$ cat config.mk
export PLATFORM = sky130hd
export DESIGN_NAME = cdb_arbiter_flat
export DESIGN_NICKNAME = d
export VERILOG_FILES = /design/src/rtl/cdb_arbiter_if.sv /design/src/rtl/cdb_arbiter.sv /design/src/flat_wrapper.sv
export SDC_FILE = /design/constraint.sdc
export NUM_CORES = 1
export LEC_CHECK = 0
export ABC_AREA = 1
export CORE_MARGIN = 2
export CORE_UTILIZATION = 43
export DETAILED_ROUTE_END_ITERATION = 10
export PLACE_DENSITY = 0.95
export SLEW_MARGIN = 20
export SYNTH_ARGS = -nofsm -noshare
export SYNTH_HDL_FRONTEND = slang
export SYNTH_SLANG_ARGS = --single-unit
$ cat constraint.sdc
create_clock -name clk -period 3.45 [get_ports clk]
set_input_delay 0.69 -clock clk [delete_from_list [all_inputs] [get_ports clk]]
set_output_delay 0.69 -clock clk [all_outputs]
set_load 0.005 [all_outputs]
$ cat src/rtl/cdb_arbiter_if.sv
// Common Data Bus arbiter bus: functional-unit requests, grants, flush and
// the registered CDB broadcast. The arbiter takes the slave side; the
// functional units, ROB and consumers take the master side.
interface cdb_arbiter_if #(
  parameter int unsigned NUM_REQ = 4,
  parameter int unsigned TAG_W   = 5,
  parameter int unsigned DATA_W  = 32
);
  logic [NUM_REQ-1:0]        req_valid;
  logic [NUM_REQ*TAG_W-1:0]  req_tag;
  logic [NUM_REQ*DATA_W-1:0] req_data;
  logic [NUM_REQ-1:0]        req_ready;
  logic                      flush;
  logic                      cdb_valid;
  logic [TAG_W-1:0]          cdb_tag;
  logic [DATA_W-1:0]         cdb_data;

  modport slave (
    input  req_valid, req_tag, req_data, flush,
    output req_ready, cdb_valid, cdb_tag, cdb_data
  );

  modport master (
    output req_valid, req_tag, req_data, flush,
    input  req_ready, cdb_valid, cdb_tag, cdb_data
  );
endinterface

$ cat src/rtl/cdb_arbiter.sv
// Common Data Bus arbiter: round-robin grant of one completed result per
// cycle onto a registered CDB broadcast; flush squashes the grant and the
// next broadcast. Optional performance counters are enabled by defining
// CDB_ARB_PERF_EN.
module cdb_arbiter #(
  parameter int unsigned NUM_REQ = 4,
  parameter int unsigned TAG_W   = 5,
  parameter int unsigned DATA_W  = 32
) (
  input  logic           clk,
  input  logic           rst_n,
  cdb_arbiter_if.slave   cdb
`ifdef CDB_ARB_PERF_EN
  ,
  output logic [31:0]    perf_busy_cnt,
  output logic [31:0]    perf_conflict_cnt
`endif
);

  localparam int unsigned PTR_W = $clog2(NUM_REQ);
  localparam int unsigned NUM_REQ_M1 = NUM_REQ - 1;
  localparam logic [PTR_W:0]   NUM_REQ_W = NUM_REQ[PTR_W:0];
  localparam logic [PTR_W-1:0] PTR_MAX   = NUM_REQ_M1[PTR_W-1:0];

  logic [PTR_W-1:0]   ptr;
  logic [PTR_W-1:0]   win;
  logic               found;
  logic [NUM_REQ-1:0] grant;
  logic               xfer;
  logic [TAG_W-1:0]   tags  [NUM_REQ];
  logic [DATA_W-1:0]  datas [NUM_REQ];

  // Unpack the flat per-unit tag/data buses into indexable arrays.
  always_comb begin
    for (int unsigned i = 0; i < NUM_REQ; i++) begin
      tags[i]  = cdb.req_tag[i*TAG_W +: TAG_W];
      datas[i] = cdb.req_data[i*DATA_W +: DATA_W];
    end
  end

  // Round-robin search from ptr upward with wrap; first valid unit wins.
  always_comb begin
    found = 1'b0;
    win   = '0;
    grant = '0;
    for (int unsigned k = 0; k < NUM_REQ; k++) begin
      logic [PTR_W:0]   sum;
      logic [PTR_W-1:0] idx;
      sum = {1'b0, ptr} + k[PTR_W:0];
      if (sum >= NUM_REQ_W) sum = sum - NUM_REQ_W;
      idx = sum[PTR_W-1:0];
      if (!found && cdb.req_valid[idx]) begin
        found = 1'b1;
        win   = idx;
      end
    end
    if (found && !cdb.flush && rst_n) grant[win] = 1'b1;
  end

  assign cdb.req_ready = grant;
  assign xfer          = |grant;

  // Broadcast register and pointer advance; flush is already folded into grant.
  always_ff @(posedge clk or negedge rst_n) begin
    if (!rst_n) begin
      ptr           <= '0;
      cdb.cdb_valid <= 1'b0;
      cdb.cdb_tag   <= '0;
      cdb.cdb_data  <= '0;
    end else begin
      cdb.cdb_valid <= xfer;
      if (xfer) begin
        cdb.cdb_tag  <= tags[win];
        cdb.cdb_data <= datas[win];
        ptr          <= (win == PTR_MAX) ? '0 : win + 1'b1;
      end
    end
  end

`ifdef CDB_ARB_PERF_EN
  logic conflict;
  assign conflict = ((cdb.req_valid & (cdb.req_valid - 1'b1)) != '0) && !cdb.flush;

  // Transfer and contention counters, free-running with natural wrap.
  always_ff @(posedge clk or negedge rst_n) begin
    if (!rst_n) begin
      perf_busy_cnt     <= '0;
      perf_conflict_cnt <= '0;
    end else begin
      if (xfer)     perf_busy_cnt     <= perf_busy_cnt + 32'd1;
      if (conflict) perf_conflict_cnt <= perf_conflict_cnt + 32'd1;
    end
  end
`endif

endmodule

$ cat src/flat_wrapper.sv
// flat-port wrapper written by rule: the top's interface ports become plain ports
module cdb_arbiter_flat 
#(
  parameter int unsigned NUM_REQ = 4,
  parameter int unsigned TAG_W   = 5,
  parameter int unsigned DATA_W  = 32
)
  (clk, rst_n, cdb_req_valid, cdb_req_tag, cdb_req_data, cdb_flush, cdb_req_ready, cdb_cdb_valid, cdb_cdb_tag, cdb_cdb_data);
  cdb_arbiter_if #(.NUM_REQ(NUM_REQ), .TAG_W(TAG_W), .DATA_W(DATA_W)) cdb_i ();
  input  logic clk;
  input  logic rst_n;
  input wire logic [$bits(cdb_i.req_valid)-1:0] cdb_req_valid;
  input wire logic [$bits(cdb_i.req_tag)-1:0] cdb_req_tag;
  input wire logic [$bits(cdb_i.req_data)-1:0] cdb_req_data;
  input wire logic [$bits(cdb_i.flush)-1:0] cdb_flush;
  output wire logic [$bits(cdb_i.req_ready)-1:0] cdb_req_ready;
  output wire logic [$bits(cdb_i.cdb_valid)-1:0] cdb_cdb_valid;
  output wire logic [$bits(cdb_i.cdb_tag)-1:0] cdb_cdb_tag;
  output wire logic [$bits(cdb_i.cdb_data)-1:0] cdb_cdb_data;
  assign cdb_i.req_valid = cdb_req_valid;
  assign cdb_i.req_tag = cdb_req_tag;
  assign cdb_i.req_data = cdb_req_data;
  assign cdb_i.flush = cdb_flush;
  assign cdb_req_ready = cdb_i.req_ready;
  assign cdb_cdb_valid = cdb_i.cdb_valid;
  assign cdb_cdb_tag = cdb_i.cdb_tag;
  assign cdb_cdb_data = cdb_i.cdb_data;
  cdb_arbiter #(.NUM_REQ(NUM_REQ), .TAG_W(TAG_W), .DATA_W(DATA_W)) u_core (.clk(clk), .rst_n(rst_n), .cdb(cdb_i));
endmodule
==> results.yml, run 1 <==
sta:
  fmax_mhz: 295
  setup-violations-final: 0
  period_needed_ns: 3.39
  tightest_slew_ns: 0.713
  drv_slew: 0
  fin_worst_skew_ns: 0.00745
  rsz0062_at_grt: "true"
  relSlewSlack: 0.525
  post-route-period-util: 0.982
  hold_viol_final: 0
  tns_ns: 0
clock_network:
  cts_tree: "yes"
  cts.clk_slew.worst_paths_ns: 0.08
  ctsHtreeMaxLevel: 2
  clock_path_buffers: 2
  clock_latency_ns: 0.29
  clock-sinks: 40
  ctsHoldBuffers: 0
  cts-root-buf: "clkbuf_8"
  cts_buffers: 5
synthesis:
  ys_warn_count: 0
  yosysSeqAreaShare: 0.276
  syn_area_per_cell_um2: 5.56
  synth_area_leaders: "nand2_1 31%, dfrtp_1 28%, nand3_1 22%"
  syn_inst: 652
  yosysUniqueCellTypes: 16
  synth_largest_area_cell: "nand2_1"
  synth_area_mm2: 0.00362
  synth_seq_cells: 40
  syn-num-nets: 808
  yosysTopAreaCellShare: 0.312
placement:
  io_buffers: 196
  post-dp-hpwl_mm: 8.79
  postPlaceCellArea_mm2: 0.00557
  gp_congestion: 0.823
flow_run:
  cap_violations: 0
floorplanning:
  dieArea_mm2: 0.00917
  ioPinCount: 197
  start_util: 0.443
  die_y_um: 95.8
  die_width_um: 95.8
  core.rowCount: 33
  coreArea_mm2: 0.00818
global_routing:
  overflow: 0
  grt_pass1_wl_mm: 18.6
  grt_pass1_vias: 4305
  grt_use_total: 0.251
  antenna_found_initial: 0
  grt_max_degree: 75
power_and_ir_drop:
  swShare: 0.532
  power_frac_comb: 0.784
  p_leak_nw: 3.21
  power_density_mw_per_mm2: 981
  peakVddDrop_mv: 0.567
  switchingPower_mw: 3.02
  p_clk_frac: 0.066
  pwr-share-seq: 0.150
  p_int_mw: 2.66
routing:
  drt_iter0_markers: 145
  wl_per_cell_um: 12.7
  vias: 4673
  wl_mm: 11.8
  dr.pass1.iters: 5
  antenna_left: 0
  drc: 0
  avgViaCountPerCell: 5.01
finish:
  num_antenna_cells: 0
  drive_above_1_share: 0.0653
  nNetsFinal: 982
  syn_to_final_growth_pct: 59.9
  final_area_mm2: 0.00579
critical_path:
  cpPeakStageDelay_ns: 0.47
  crit_slowest_cell: "clkdlybuf4s50_1"
  cp.required_ns: 2.76
  cp-start-kind: "primary input"
  crit_path_cell_trace: "clkdlybuf4s50_1 > inv_1 > nand2_1 > nand2_1 > nand2_2 > nand2_2 > nand2_2 > nand2_2 > nand2_2 > nand3_4 > ha_1 > nand2_1 > inv_1 > clkdlybuf4s50_1"
  crit_top_cell: "nand2_2"
  r2r.worst_path.cells: 16
  cp_max_fo: 4
  cp-end-kind: "output pin"
  path_class: "primary input to output pin"
  arrival_ns: 2.70
run_status:
  status: "complete, no violations"
hold_path:
  hold_class: "primary input to async pin"
power by group through the flow:
stage	Clock [mW]	Sequential [mW]	Combinational (mW)
final	0.374	0.851	4.46
after global routing	0.410	0.876	5.07
after CTS	0.383	0.844	4.36
after detailed placement	0	0.845	4.31
after global placement	0	0.841	4.14
after floorplan	0	0.838	3.13
layout make-up:
class	instances	area (um^2)
Inverter	89	334
Clock buffer	5	68.8
Fill cell	665	2380
Multi-Input combinational cell	478	2130
Sequential cell	40	1000
Timing Repair Buffer	212	2090
Tap cell	105	131
Clock inverter	3	42.5
registers in the layout, summed over array words and instances, names as in the netlist:
register              cells
u_core.cdb.cdb_valid      1
u_core.cdb.cdb_tag        5
u_core.cdb.cdb_data      32
u_core.ptr                2
placed cells by master, fill, tap and decap left out, drive strengths merged:
cell type / Yosys / final
dfrtp: 40 / 40
clkdlybuf4s50: 0 / 191
nand2: 303 / 303
a21boi: 1 / 1
bufinv: 0 / 1
dlymetal6s2s: 0 / 4
nor2: 9 / 9
buf: 36 / 17
ha: 1 / 1
nand3: 164 / 164
clkbuf: 9 / 5
clkinvlp: 0 / 1
inv: 89 / 89
clkinv: 0 / 1
path summary, 6_finish.rpt:
check	from	to	slack, ns
min in group clk	u_core.cdb.cdb_data[11]$_DFFE_PN0P_	u_core.cdb.cdb_data[11]$_DFFE_PN0P_	0.51
max in group asynchronous	rst_n	u_core.ptr[0]$_DFFE_PN0P_	2.62
worst max register to register	u_core.ptr[0]$_DFFE_PN0P_	u_core.cdb.cdb_data[28]$_DFFE_PN0P_	0.83
worst min register to register	u_core.cdb.cdb_data[11]$_DFFE_PN0P_	u_core.cdb.cdb_data[11]$_DFFE_PN0P_	0.51
worst min-delay path	rst_n	u_core.cdb.cdb_data[18]$_DFFE_PN0P_	0.47
worst max-delay path	cdb_req_valid[1]	cdb_req_ready[2]	0.06
synthesized netlist by cell type, drive strengths merged:
master	instances
nand3	164
ha	1
clkbuf	9
nor2	9
inv	89
buf	36
nand2	303
dfrtp	40
a21boi	1
metal layers:
| layer | GRT usage | up-vias | routed length (um) |
|---|---|---|---|
| met4 | 0.0976 | 0 | 322 |
| li1 | - | 2340 | - |
| met3 | 0.0658 | 30 | 1160 |
| met1 | 0.276 | 2073 | 4400 |
| met2 | 0.457 | 230 | 5940 |
| met5 | 0 | - | 0 |
stage by stage:
| step | std cells | power (mW) | setup slack [ns] | hold WS [ns] | util |
|---|---|---|---|---|---|
| 6_report | 932 | 5.68 | 0.0615 | 0.469 | 0.709 |
| 5_1_grt | 932 | 6.36 | -0.0513 | 0.513 | 0.709 |
| 4_1_cts | 929 | 5.59 | 0.00256 | 0.483 | 0.699 |
| 3_5_place_dp | 920 | 5.15 | -0.123 | 0.494 | 0.681 |
| 3_3_place_gp | 920 | 4.98 | 0.0912 | 0.491 | 0.681 |
| 2_1_floorplan | 652 | 3.96 | 0.813 | 0.394 | - |
critical path: cells and delay by family:
kind / cells / cell delay (ns)
buffers and inverters: 4 / 1.02
AND/OR/NAND/NOR: 9 / 0.76
adder cells (fa/ha/maj): 1 / 0.21
logic make-up after synthesis:
| group | Yosys count | synth area share |
|---|---|---|
| simple gates | 476 | 0.558 |
| flops | 40 | 0.276 |
| fa+ha+maj | 1 | 0.00345 |
| compound gates | 1 | 0.00207 |
| buf+inv | 134 | 0.160 |
timing repair:
item,CTS,global route
resized for setup,6,19
setup endpoints to repair,2,4
hold endpoints to repair,0,0
buffers inserted,1,3
pin swaps,2,6
(Power assumes the default switching activity.)
==> inputs of run 2 (changes only) <==
- MAX_ROUTING_LAYER: unset -> met4
==> run 2 against run 1 <==
  * Design area is the same
  * Clock power is essentially flat
  * Worst hold slack lost 0.0024 ns
  * Cell count is the same
  * Power grew 0.38%
  * Utilization is the same
  * Critical path type unchanged
  * Largest power group unchanged
==> results.yml, run 2 (synthesized netlist as in run 1, its figures left out) <==
critical_path:
  cp-start-kind: "primary input"
  r2r_start: "u_core.ptr[0]$_DFFE_PN0P_"
  cp.required_ns: 2.76
  arrival_ns: 2.70
  crit_slowest_cell: "clkdlybuf4s50_1"
  crit_top_cell: "nand2_2"
  cp-end-kind: "output pin"
  cp-startpoint: "cdb_req_valid[1]"
  path_class: "primary input to output pin"
  cpPeakStageDelay_ns: 0.47
  crit_path_cell_trace: "clkdlybuf4s50_1 > inv_1 > nand2_1 > nand2_1 > nand2_2 > nand2_2 > nand2_2 > nand2_2 > nand2_2 > nand3_4 > ha_1 > nand2_1 > inv_1 > clkdlybuf4s50_1"
  r2r.worst_path.cells: 16
  cp_max_fo: 4
placement:
  gp_congestion: 0.836
  post-dp-hpwl_mm: 8.79
  io_buffers: 196
power_and_ir_drop:
  p_clk_frac: 0.066
  peakVddDrop_mv: 0.574
  power_frac_comb: 0.785
  switchingPower_mw: 3.05
  p_leak_nw: 3.21
  swShare: 0.534
  power_density_mw_per_mm2: 984
  p_int_mw: 2.66
  pwr-share-seq: 0.149
global_routing:
  antenna_found_initial: 0
  overflow: 0
  grt_pass1_wl_mm: 18.6
  grt_max_degree: 75
  grt_use_total: 0.258
  grt_pass1_vias: 4299
floorplanning:
  ioPinCount: 197
  dieArea_mm2: 0.00917
  coreArea_mm2: 0.00818
  core.rowCount: 33
  die_width_um: 95.8
  die_y_um: 95.8
  start_util: 0.443
clock_network:
  cts_buffers: 5
  cts_tree: "yes"
  clock_path_buffers: 2
  cts.clk_slew.worst_paths_ns: 0.07
  clock_latency_ns: 0.29
  clock-sinks: 40
  ctsHtreeMaxLevel: 2
  cts-root-buf: "clkbuf_8"
sta:
  fmax_mhz: 295
  drv_slew: 0
  setup-violations-final: 0
  post-route-period-util: 0.982
  tns_ns: 0
  rsz0062_at_grt: "true"
  relSlewSlack: 0.518
  fin_worst_skew_ns: 0.00640
  hold_viol_final: 0
  tightest_slew_ns: 0.723
  period_needed_ns: 3.39
routing:
  wl_mm: 11.9
  drc: 0
  drt_iter0_markers: 135
  vias: 4695
  antenna_left: 0
  dr.pass1.iters: 6
  m1WireLength_mm: 4.46
  top_layer: "met4"
  wl_met3_mm: 1.16
  met2WireLength_mm: 5.93
  wl_per_cell_um: 12.8
  avgViaCountPerCell: 5.04
finish:
  nNetsFinal: 982
  num_antenna_cells: 0
  nFillCells: 665
  largest_reg_flops: 32
  mostFrequentLayoutCells: "291 x nand2_1, 191 x clkdlybuf4s50_1, 156 x nand3_1"
  drive_above_1_share: 0.0653
  final_common_cell: "nand2_1"
  syn_to_final_growth_pct: 59.9
  postLayoutCoreUtil: 0.709
  largest-register: "u_core.cdb.cdb_data"
  top_regs: "u_core.cdb.cdb_data (32), u_core.cdb.cdb_tag (5), u_core.ptr (2)"
flow_run:
  cap_violations: 0
hold_path:
  hold_class: "primary input to async pin"
run_status:
  status: "complete, no violations"
## run 2: worst paths after layout
path | endpoint | slack, ns
max | cdb_req_ready[2] | 0.06
min | u_core.cdb.cdb_data[3]$_DFFE_PN0P_ | 0.47
max reg2reg | u_core.cdb.cdb_data[28]$_DFFE_PN0P_ | 0.81
min reg2reg | u_core.cdb.cdb_tag[0]$_DFFE_PN0P_ | 0.51
max in group asynchronous | u_core.ptr[0]$_DFFE_PN0P_ | 2.62
min in group clk | u_core.cdb.cdb_tag[0]$_DFFE_PN0P_ | 0.51
## run 2: area by class of cell
cell class | count | area [um^2] | share of cell area
clock inverter | 3 | 42.5 | 0.00734
clock buffer | 5 | 68.8 | 0.0119
inverter | 89 | 334 | 0.0577
multi-input combinational | 478 | 2130 | 0.367
tap | 105 | 131 | 0.0227
sequential | 40 | 1000 | 0.173
timing repair buffer | 212 | 2090 | 0.360
## run 2: routing by layer
layer,GRT usage,up-vias
li1,-,2340
met2,0.456,247
met3,0.0642,38
met4,0.0976,0
met1,0.279,2070
met5,-,-
## run 2: stage by stage
step / power [mW] / instance area, um^2 / instances / worst slack, ns / hold WS (ns)
final: 5.70 / 5790 / 932 / 0.0631 / 0.467
after global routing: 6.36 / 5790 / 932 / -0.0497 / 0.513
after CTS: 5.59 / 5720 / 929 / 0.00256 / 0.483
after global placement: 4.98 / 5570 / 920 / 0.0912 / 0.491
after detailed placement: 5.15 / 5570 / 920 / -0.123 / 0.494
after floorplan: 3.96 / 3620 / 652 / 0.813 / 0.394
## run 2: power groups by stage
| stage | combinational [mW] | clock, mW | sequential (mW) |
|---|---|---|---|
| 3_5_place_dp | 4.31 | 0 | 0.845 |
| 3_3_place_gp | 4.14 | 0 | 0.841 |
| 5_1_grt | 5.07 | 0.410 | 0.876 |
| 6_report | 4.48 | 0.375 | 0.851 |
| 4_1_cts | 4.36 | 0.383 | 0.844 |
| 2_1_floorplan | 3.13 | 0 | 0.838 |
## run 2: repair_timing
item,in CTS,in global routing
endpoints found under the setup margin,2,4
buffers inserted,1,3
gates cloned,0,0
gates resized for setup,6,19
pin swaps,2,6
hold buffers,0,0
## run 2: worst max-delay path, delay by kind of cell
family | cells | cell delay, ns
buffers and inverters | 4 | 1.02
AND/OR/NAND/NOR | 9 | 0.77
adder cells (fa/ha/maj) | 1 | 0.21
